$ cat config.mk
export PLATFORM = sky130hd
export DESIGN_NAME = ifu_fetch_fifo_flat
export DESIGN_NICKNAME = d
export VERILOG_FILES = /design/src/rtl/ifu_fetch_fifo_if.sv /design/src/rtl/ifu_fetch_fifo.sv /design/src/flat_wrapper.sv
export SDC_FILE = /design/constraint.sdc
export NUM_CORES = 1
export LEC_CHECK = 0
export CAP_MARGIN = 20
export CORE_ASPECT_RATIO = 0.7
export CORE_MARGIN = 4
export CORE_UTILIZATION = 30
export DETAILED_ROUTE_END_ITERATION = 10
export DONT_BUFFER_PORTS = 1
export SYNTH_ARGS = -nofsm -noshare
export SYNTH_HDL_FRONTEND = slang
export SYNTH_SLANG_ARGS = --single-unit
$ cat constraint.sdc
create_clock -name clk -period 8.55 [get_ports clk]
set_input_delay 2.565 -clock clk [delete_from_list [all_inputs] [get_ports clk]]
set_output_delay 2.565 -clock clk [all_outputs]
set_load 0.02 [all_outputs]
$ cat src/rtl/ifu_fetch_fifo_if.sv
// IFU fetch-FIFO bus: fetch control, instruction-memory read port and IDU pop port.
// master = the fetch FIFO, slave = the surrounding fetch control / imem / IDU.
interface ifu_fetch_fifo_if #(
   parameter int FIFO_IFU_WIDTH = 64,
   parameter int ADDR_WIDTH     = 16,
   parameter int LEN_WIDTH      = 16
);
   logic                      fetch_start;
   logic [ADDR_WIDTH-1:0]     fetch_base_addr;
   logic [LEN_WIDTH-1:0]      fetch_len;
   logic                      imem_rd_en;
   logic [ADDR_WIDTH-1:0]     imem_addr;
   logic [FIFO_IFU_WIDTH-1:0] imem_rd_data;
   logic                      idu2ifu_rd_rqst;
   logic                      ifu2idu_fifo_empty;
   logic [FIFO_IFU_WIDTH-1:0] ifu2idu_rd_data;
   logic                      ifu2idu_rd_data_vld;
   logic                      fetch_busy;
   logic                      fetch_done;
   logic                      fifo_underflow;

   modport master (
      input  fetch_start, fetch_base_addr, fetch_len, imem_rd_data, idu2ifu_rd_rqst,
      output imem_rd_en, imem_addr, ifu2idu_fifo_empty, ifu2idu_rd_data,
             ifu2idu_rd_data_vld, fetch_busy, fetch_done, fifo_underflow
   );

   modport slave (
      output fetch_start, fetch_base_addr, fetch_len, imem_rd_data, idu2ifu_rd_rqst,
      input  imem_rd_en, imem_addr, ifu2idu_fifo_empty, ifu2idu_rd_data,
             ifu2idu_rd_data_vld, fetch_busy, fetch_done, fifo_underflow
   );
endinterface

$ cat src/rtl/ifu_fetch_fifo.sv
// Streams a programmed run of instruction words from imem into a circular FIFO
// and serves IDU pops with read data one cycle after each accepted request.
module ifu_fetch_fifo #(
   parameter int FIFO_IFU_WIDTH = 64,
   parameter int DEPTH          = 16,
   parameter int ADDR_WIDTH     = 16,
   parameter int LEN_WIDTH      = 16
) (
   input  logic             clk,
   input  logic             rst,
   ifu_fetch_fifo_if.master bus
);
   localparam int PW = $clog2(DEPTH);
   localparam int CW = PW + 1;
   localparam logic [CW:0] DEPTH_OCC = (CW+1)'(DEPTH);

   typedef enum logic [1:0] {IDLE, FETCH, DRAIN, DONE} state_t;

   typedef struct packed {
      logic [ADDR_WIDTH-1:0] addr;
      logic [LEN_WIDTH-1:0]  remain;
   } run_t;

   state_t                    state_q, state_d;
   run_t                      run_q, run_d;
   logic                      issue, start_acc;
   logic                      inflight_q;
   logic                      busy_q, busy_d, done_q, underflow_q;

   logic [FIFO_IFU_WIDTH-1:0] mem [DEPTH];
   logic [PW-1:0]             wptr_q, rptr_q;
   logic [CW-1:0]             count_q;
   logic [CW:0]               occ;
   logic                      push, pop, fifo_empty;
   logic [FIFO_IFU_WIDTH-1:0] rd_data_q;
   logic                      rd_vld_q;

   assign fifo_empty = (count_q == '0);
   assign push       = inflight_q;
   assign pop        = bus.idu2ifu_rd_rqst && !fifo_empty;
   // Slots already promised to an in-flight read count as used; pops are not credited.
   assign occ        = {1'b0, count_q} + {{CW{1'b0}}, inflight_q};

   always_comb begin
      state_d   = state_q;
      run_d     = run_q;
      issue     = 1'b0;
      start_acc = 1'b0;
      busy_d    = busy_q;
      case (state_q)
         IDLE: begin
            if (bus.fetch_start) begin
               start_acc  = 1'b1;
               busy_d     = 1'b1;
               run_d.addr   = bus.fetch_base_addr;
               run_d.remain = bus.fetch_len;
               state_d    = (bus.fetch_len == '0) ? DONE : FETCH;
            end
         end
         FETCH: begin
            if (run_q.remain != '0 && occ < DEPTH_OCC) begin
               issue        = 1'b1;
               run_d.addr   = run_q.addr + ADDR_WIDTH'(1);
               run_d.remain = run_q.remain - LEN_WIDTH'(1);
               if (run_q.remain == LEN_WIDTH'(1)) state_d = DRAIN;
            end
         end
         DRAIN: state_d = DONE;
         DONE: begin
            busy_d  = 1'b0;
            state_d = IDLE;
         end
         default: state_d = IDLE;
      endcase
   end

   always_ff @(posedge clk or posedge rst) begin
      if (rst) begin
         state_q     <= IDLE;
         run_q       <= '0;
         inflight_q  <= 1'b0;
         busy_q      <= 1'b0;
         done_q      <= 1'b0;
         underflow_q <= 1'b0;
      end else begin
         state_q    <= state_d;
         run_q      <= run_d;
         inflight_q <= issue;
         busy_q     <= busy_d;
         done_q     <= (state_q == DONE);
         if (bus.idu2ifu_rd_rqst && fifo_empty) underflow_q <= 1'b1;
         else if (start_acc)                    underflow_q <= 1'b0;
      end
   end

   always_ff @(posedge clk or posedge rst) begin
      if (rst) begin
         wptr_q    <= '0;
         rptr_q    <= '0;
         count_q   <= '0;
         rd_data_q <= '0;
         rd_vld_q  <= 1'b0;
      end else begin
         rd_vld_q <= pop;
         if (push) wptr_q <= wptr_q + PW'(1);
         if (pop) begin
            rptr_q    <= rptr_q + PW'(1);
            rd_data_q <= mem[rptr_q];
         end
         case ({push, pop})
            2'b10:   count_q <= count_q + CW'(1);
            2'b01:   count_q <= count_q - CW'(1);
            default: count_q <= count_q;
         endcase
      end
   end

   // Storage needs no reset; only pointer/count state defines what is valid.
   always_ff @(posedge clk) begin
      if (push) mem[wptr_q] <= bus.imem_rd_data;
   end

   assign bus.imem_rd_en          = issue;
   assign bus.imem_addr           = run_q.addr;
   assign bus.ifu2idu_fifo_empty  = fifo_empty;
   assign bus.ifu2idu_rd_data     = rd_data_q;
   assign bus.ifu2idu_rd_data_vld = rd_vld_q;
   assign bus.fetch_busy          = busy_q;
   assign bus.fetch_done          = done_q;
   assign bus.fifo_underflow      = underflow_q;
endmodule

$ cat src/flat_wrapper.sv
// flat-port wrapper written by rule: the top's interface ports become plain ports
module ifu_fetch_fifo_flat 
#(
   parameter int FIFO_IFU_WIDTH = 64,
   parameter int DEPTH          = 16,
   parameter int ADDR_WIDTH     = 16,
   parameter int LEN_WIDTH      = 16
)
  (clk, rst, bus_fetch_start, bus_fetch_base_addr, bus_fetch_len, bus_imem_rd_data, bus_idu2ifu_rd_rqst, bus_imem_rd_en, bus_imem_addr, bus_ifu2idu_fifo_empty, bus_ifu2idu_rd_data, bus_ifu2idu_rd_data_vld, bus_fetch_busy, bus_fetch_done, bus_fifo_underflow);
  ifu_fetch_fifo_if #(.FIFO_IFU_WIDTH(FIFO_IFU_WIDTH), .ADDR_WIDTH(ADDR_WIDTH), .LEN_WIDTH(LEN_WIDTH)) bus_i ();
  input  logic clk;
  input  logic rst;
  input wire logic [$bits(bus_i.fetch_start)-1:0] bus_fetch_start;
  input wire logic [$bits(bus_i.fetch_base_addr)-1:0] bus_fetch_base_addr;
  input wire logic [$bits(bus_i.fetch_len)-1:0] bus_fetch_len;
  input wire logic [$bits(bus_i.imem_rd_data)-1:0] bus_imem_rd_data;
  input wire logic [$bits(bus_i.idu2ifu_rd_rqst)-1:0] bus_idu2ifu_rd_rqst;
  output wire logic [$bits(bus_i.imem_rd_en)-1:0] bus_imem_rd_en;
  output wire logic [$bits(bus_i.imem_addr)-1:0] bus_imem_addr;
  output wire logic [$bits(bus_i.ifu2idu_fifo_empty)-1:0] bus_ifu2idu_fifo_empty;
  output wire logic [$bits(bus_i.ifu2idu_rd_data)-1:0] bus_ifu2idu_rd_data;
  output wire logic [$bits(bus_i.ifu2idu_rd_data_vld)-1:0] bus_ifu2idu_rd_data_vld;
  output wire logic [$bits(bus_i.fetch_busy)-1:0] bus_fetch_busy;
  output wire logic [$bits(bus_i.fetch_done)-1:0] bus_fetch_done;
  output wire logic [$bits(bus_i.fifo_underflow)-1:0] bus_fifo_underflow;
  assign bus_i.fetch_start = bus_fetch_start;
  assign bus_i.fetch_base_addr = bus_fetch_base_addr;
  assign bus_i.fetch_len = bus_fetch_len;
  assign bus_i.imem_rd_data = bus_imem_rd_data;
  assign bus_i.idu2ifu_rd_rqst = bus_idu2ifu_rd_rqst;
  assign bus_imem_rd_en = bus_i.imem_rd_en;
  assign bus_imem_addr = bus_i.imem_addr;
  assign bus_ifu2idu_fifo_empty = bus_i.ifu2idu_fifo_empty;
  assign bus_ifu2idu_rd_data = bus_i.ifu2idu_rd_data;
  assign bus_ifu2idu_rd_data_vld = bus_i.ifu2idu_rd_data_vld;
  assign bus_fetch_busy = bus_i.fetch_busy;
  assign bus_fetch_done = bus_i.fetch_done;
  assign bus_fifo_underflow = bus_i.fifo_underflow;
  ifu_fetch_fifo #(.FIFO_IFU_WIDTH(FIFO_IFU_WIDTH), .DEPTH(DEPTH), .ADDR_WIDTH(ADDR_WIDTH), .LEN_WIDTH(LEN_WIDTH)) u_core (.clk(clk), .rst(rst), .bus(bus_i));
endmodule
==> reports/metrics.cfg, run 1 <==
[layout]
diodes=0
synth_to_layout_area_growth_pct=12.6
utilization=0.342
fill_cells=13500
area.sequential_um2=33700
layout-drive-gt1-share=0.216
multiInputGateArea_um2=10100
numnets_final=2262

[timing]
relative_max_transition_margin=0.242
fmax_mhz=178
skew_ns=0.0406
hold_viol_final=0
grt_setup_unrepaired=false
fin_tns_setup_ns=0
minimum_clock_period_after_layout_ns=5.63
setup-violations-final=0
final_count_of_pins_violating_max_slew=0
worst-slew-pin-transition_ns=1.14
layout_worst_path_cycle_share=0.658

[yosys]
synth_fp_nets=2247
synth.top_cells.by_count=1,024 x edfxtp_1, 242 x mux4_2, 135 x mux2i_1, 116 x dfrtp_1, 68 x o22ai_1
asyncSetResetFlopFracSynth=0.102
synth-seq-area-share=0.757
synth.avg_cell_area_um2=20.9
synth_top_area_share=0.692
post_synth_instance_area_um2=44400
largest_family_of_logic_cells_by_synthesized_area=multiplexers
yosys-mux-area-fraction=0.155
postSynthCellCount=2130
post-synth-top-area-cell=edfxtp_1
synthMostInstantiatedCell=edfxtp_1
synthAdderAreaFrac=0.00479
synth_area_leaders=edfxtp_1 69%, mux4_2 12%, dfrtp_1 6.5%
synth.lib_cells_used.distinct=75
synth_enable_flop_cells=1024
yosys.area_share.xor_xnor=0.00236
synth_simple_gate_area_share=0.0240
yosys_warnings=0
synth_ff_type=edfxtp_1
synth_compound_gate_area_share=0.0391
synth_seq_cells=1140

[drt]
post-route-drc-count=0
route.detailed.wl_per_inst_um=26.2
vias_per_cell=5.09
detailedRoute.firstIterationViolations=2263
drt-total-wl_um=110000
routed-via-count=21400
drt_pre_antenna_iters=6
route.antenna.remaining_nets=0

[critical_path]
critical_path.slowest_cell=nand3_1
critical_path_cell_count=6
worstSetupPathType=flip-flop to primary output
worstPathBufferInverterCount=2
critical_path.endpoint_type=primary output
critical_path.cell_chain=inv_1, ha_1, nor4b_1, nand4_2, nand3_1, inv_1
cp_data_required_time_ns=5.99
critical_path.max_fanout=9
critPathTopFamily=simple AND/OR/NAND/NOR gates
worst_ep_arrival_time_ns=3.06
crit_path_start_kind=flip-flop
cp_common_cell=inv_1
slowest_delay_ns=0.46
r2r_cells=6

[cts]
tritoncts.num_buffers=109
cts_hold_buffers=0
cts_tree=yes
cts.root.buffer_cell=clkbuf_16
clock-sinks=1140
clk_transition_reported_paths_ns=0.06
clk_path_buf_depth=3
postCtsSetupRepairBufs=0
cts.repair.resized=0
cts.htree.levels=3
clkLatencyLatePin_ns=0.73

[die]
io_pins=186
start_util=0.304
floorplan.core_area_um2=146000
die_height_um=330
die_area_um2=154000
floorplan.die.width_um=468
num_rows=117

[power]
worst_ir_drop_vdd_mv=0.183
total_leakage_power_nw=16.3
pwr_density_cell_nw_per_um2=326

[global_routing]
grt_pass1_wl_um=159000
grt_max_degree=84
grt_pass1_vias=22500
overflow=0
global_route.usage.total=0.141
grt_antenna_before_repair=0

[placement]
detailed_place_hpwl_um=57800
numPortBuffers=0
gp_routability_congestion=0.850

[worst_hold_path]
timing.hold.worst_path_depth=1
hold_class=flip-flop to flip-flop

[job]
drv_cap=0

[status]
status=complete, no violations

==> power breakdown <==
group          switching, mW  leakage, nW  internal [mW]
registers              0.855         10.6           6.62
logic                   2.15         3.95           1.92
clock network           2.10         1.70           2.67
total                   5.10         16.3           11.2
==> state kept, by name, summed over array words and instances, names as in the netlist <==
| name | cells |
|---|---|
| u_core.inflight_q | 1 |
| u_core.bus.fetch_done | 1 |
| u_core.bus.ifu2idu_rd_data | 64 |
| u_core.state_q | 2 |
| u_core.mem | 1024 |
| u_core.count_q | 5 |
| u_core.bus.imem_addr | 16 |
| u_core.bus.ifu2idu_rd_data_vld | 1 |
| u_core.wptr_q | 4 |
| u_core.bus.fetch_busy | 1 |
| u_core.run_q | 16 |
| u_core.bus.fifo_underflow | 1 |
| u_core.rptr_q | 4 |
==> path summary, 6_finish.rpt <==
path,endpoint,start,slack (ns)
worst min-delay path,u_core.wptr_q[3],u_core.wptr_q[3],0.54
worst max register to register,u_core.bus.ifu2idu_rd_data[48],u_core.rptr_q[1],4.78
worst max-delay path,bus_imem_rd_en,u_core.run_q[0],2.92
min in group asynchronous,u_core.bus.imem_addr[10],rst,1.73
max in group asynchronous,u_core.rptr_q[1],rst,5.60
worst min register to register,u_core.wptr_q[3],u_core.wptr_q[3],0.54
==> cell families (layout without fill, tap and decap cells) <==
group           count (synthesis)  after routing
compound gates                238            238
buf+inv                       147            252
flops                        1140           1140
mux                           386            386
fa+ha+maj                      17             17
simple gates                  190            190
xor+xnor                       12             12
==> cells in the final DEF, fill, tap and decap left out, drive strengths merged, types with 18 or more instances in the layout <==
cell | netlist | final
dfrtp | 116 | 116
nand2 | 55 | 55
mux4 | 242 | 242
clkbuf | 33 | 148
edfxtp | 1024 | 1024
nor2 | 31 | 31
buf | 98 | 35
o22ai | 68 | 68
clkinv | 0 | 32
mux2i | 135 | 135
inv | 16 | 25
a22oi | 18 | 18
a21o | 58 | 58
==> final cells by class <==
type,instances,area share
multi-input combinational,843,0.201
timing repair buffer,35,0.00590
clock inverter,53,0.0104
sequential,1140,0.672
tap,1963,0.0491
clock buffer,148,0.0596
inverter,16,0.00135
==> through the flow <==
step | power [mW] | setup slack, ns | cell area [µm²] | hold WS (ns) | cells
2_1_floorplan | 10.6 | 2.91 | 44400 | 0.493 | 2130
6_report | 16.3 | 2.92 | 50100 | 0.540 | 4198
3_5_place_dp | 11.7 | 3.69 | 46500 | 0.529 | 3996
5_1_grt | 17.1 | 2.80 | 50100 | 0.581 | 4198
3_3_place_gp | 11.6 | 3.63 | 46500 | 0.516 | 3996
4_1_cts | 16.5 | 2.94 | 50000 | 0.537 | 4197
==> layer usage <==
metal,global-route usage,up-vias,share of wire
li1,-,8894,-
met1,0.183,11500,0.41
met2,0.231,748,0.48
met3,0.0438,180,0.082
met4,0.0383,0,0.024
met5,0,-,0
No activity file was read; power rests on OpenSTA's default activity.
==> run 2, diff against run 1 <==
==> constraint.sdc (replaced) <==
create_clock -name clk -period 5.6 [get_ports clk]
set_input_delay 1.68 -clock clk [delete_from_list [all_inputs] [get_ports clk]]
set_output_delay 1.68 -clock clk [all_outputs]
set_load 0.02 [all_outputs]
==> reports/metrics.cfg, run 2 (synthesis results as in run 1) <==
[timing]
worst-slew-pin-transition_ns=1.09
hold_viol_final=0
fmax_mhz=212
setup_ws_ns=0.874
setup-violations-final=0
grt_setup_unrepaired=false
fin_tns_setup_ns=0
skew_ns=0.0574
layout_worst_path_cycle_share=0.844
minimum_clock_period_after_layout_ns=4.73
final_count_of_pins_violating_max_slew=0
relative_max_transition_margin=0.271

[die]
floorplan.core_area_um2=146000
die_area_um2=154000
start_util=0.304
io_pins=186
num_rows=117
die_height_um=330
floorplan.die.width_um=468

[cts]
clk_path_buf_depth=3
clkLatencyLatePin_ns=0.75
cts.htree.levels=3
postCtsSetupRepairBufs=0
cts_tree=yes
cts.repair.resized=0
tritoncts.num_buffers=112
clock-sinks=1140
cts.root.buffer_cell=clkbuf_16
clk_transition_reported_paths_ns=0.06
cts_hold_buffers=0

[placement]
dp_worst_setup_slack_ns=1.49
detailed_place_hpwl_um=58300
numPortBuffers=0
gp_routability_congestion=0.833

[layout]
fill_cells=13400
area.sequential_um2=33700
numnets_final=2265
multiInputGateArea_um2=10100
synth_to_layout_area_growth_pct=14.0
largest_register_ffs=1024
mostFrequentLayoutCells=1,024 x edfxtp_1, 242 x mux4_2, 134 x mux2i_1
layout-drive-gt1-share=0.228
diodes=0
leading_cell_type_in_the_layout_fill_and_taps_excluded=edfxtp_1
largest_register=u_core.mem

[critical_path]
cp_data_required_time_ns=3.92
worstSetupPathType=flip-flop to primary output
critical_path.max_fanout=9
worst_ep_arrival_time_ns=3.05
r2r_cells=8
crit_path_start_kind=flip-flop
critical_path.endpoint_type=primary output
slowest_delay_ns=0.49
critical_path.slowest_cell=nand3_1
cp_common_cell=inv_1
critical_path.cell_chain=inv_1, ha_1, nor4b_1, nand4_2, nand3_1, inv_1

[drt]
route.detailed.wl_per_inst_um=26.6
wirelength_met1_um=47100
drt-total-wl_um=112000
route.antenna.remaining_nets=0
routed-via-count=21500
met2_wire_length_um=53900
post-route-drc-count=0
routed.top_layer=met4
wl_met3_um=8670
drt_pre_antenna_iters=6
vias_per_cell=5.10
detailedRoute.firstIterationViolations=2036

[global_routing]
grt_antenna_before_repair=0
grt_max_degree=103
grt_pass1_vias=22500
overflow=0
global_route.usage.total=0.144
grt_pass1_wl_um=162000

[job]
drv_cap=0

[power]
total_leakage_power_nw=16.5
worst_ir_drop_vdd_mv=0.318
pwr_density_cell_nw_per_um2=510

[worst_hold_path]
timing.hold.worst_path_depth=1
hold_class=flip-flop to flip-flop

[status]
status=complete, no violations

-- run 2: changes by cell type in the layout (fill, tap and decap cells not counted), moves of 2 or more --
cell and delta:
clkinv_1 -10, clkbuf_16 +2, bufinv_16 +13, clkbuf_8 +4
buf_4 -4, clkbuf_1 -9, clkinv_4 +3, clkinv_2 +6
buf_12 +5
-- run 2: per-layer routing --
layer  GRT usage  vias up
met5           0        -
met4      0.0337        0
met3      0.0405      182
met2       0.236      784
met1       0.191    11600
li1            -     8908
-- run 2: critical path: cells and delay by family (launching register included) --
| kind | cells | cell delay (ns) |
|---|---|---|
| fa+ha+maj | 1 | 0.17 |
| buf+inv | 2 | 0.39 |
| simple gates | 3 | 1.31 |
| flops | 1 | 0.42 |
-- run 2: per-stage QoR --
stage	hold WS, ns	total power, mW	util	instances	instance area [µm²]
2_1_floorplan	0.493	16.1	-	2130	44400
3_3_place_gp	0.518	17.7	0.319	3997	46600
3_5_place_dp	0.543	17.9	0.319	3997	46600
4_1_cts	0.554	26.1	0.346	4210	50600
5_1_grt	0.587	27.0	0.346	4210	50600
6_report	0.559	25.8	0.346	4210	50600
-- run 2: where the power goes --
group,switching (mW),internal [mW]
logic,3.24,2.93
clock network,3.38,4.82
registers,1.32,10.1
total,7.95,17.9
-- run 2: final cells by class --
type / instances / area share
sequential: 1140 / 0.665
multi-input combinational: 843 / 0.199
clock buffer: 145 / 0.0604
tap: 1963 / 0.0485
clock inverter: 68 / 0.0195
timing repair buffer: 35 / 0.00667
inverter: 16 / 0.00133
-- run 2: path summary, 6_finish.rpt --
kind | end | slack (ns) | from
max in group asynchronous | u_core.bus.ifu2idu_rd_data[14] | 3.33 | rst
hold / removal | u_core.wptr_q[3] | 0.56 | u_core.wptr_q[3]
setup reg to reg | u_core.bus.ifu2idu_rd_data[21] | 1.87 | u_core.count_q[2]
setup / recovery | bus_imem_rd_en | 0.87 | u_core.run_q[0]
min in group asynchronous | u_core.bus.imem_addr[2] | 0.93 | rst
hold reg to reg | u_core.wptr_q[3] | 0.56 | u_core.wptr_q[3]
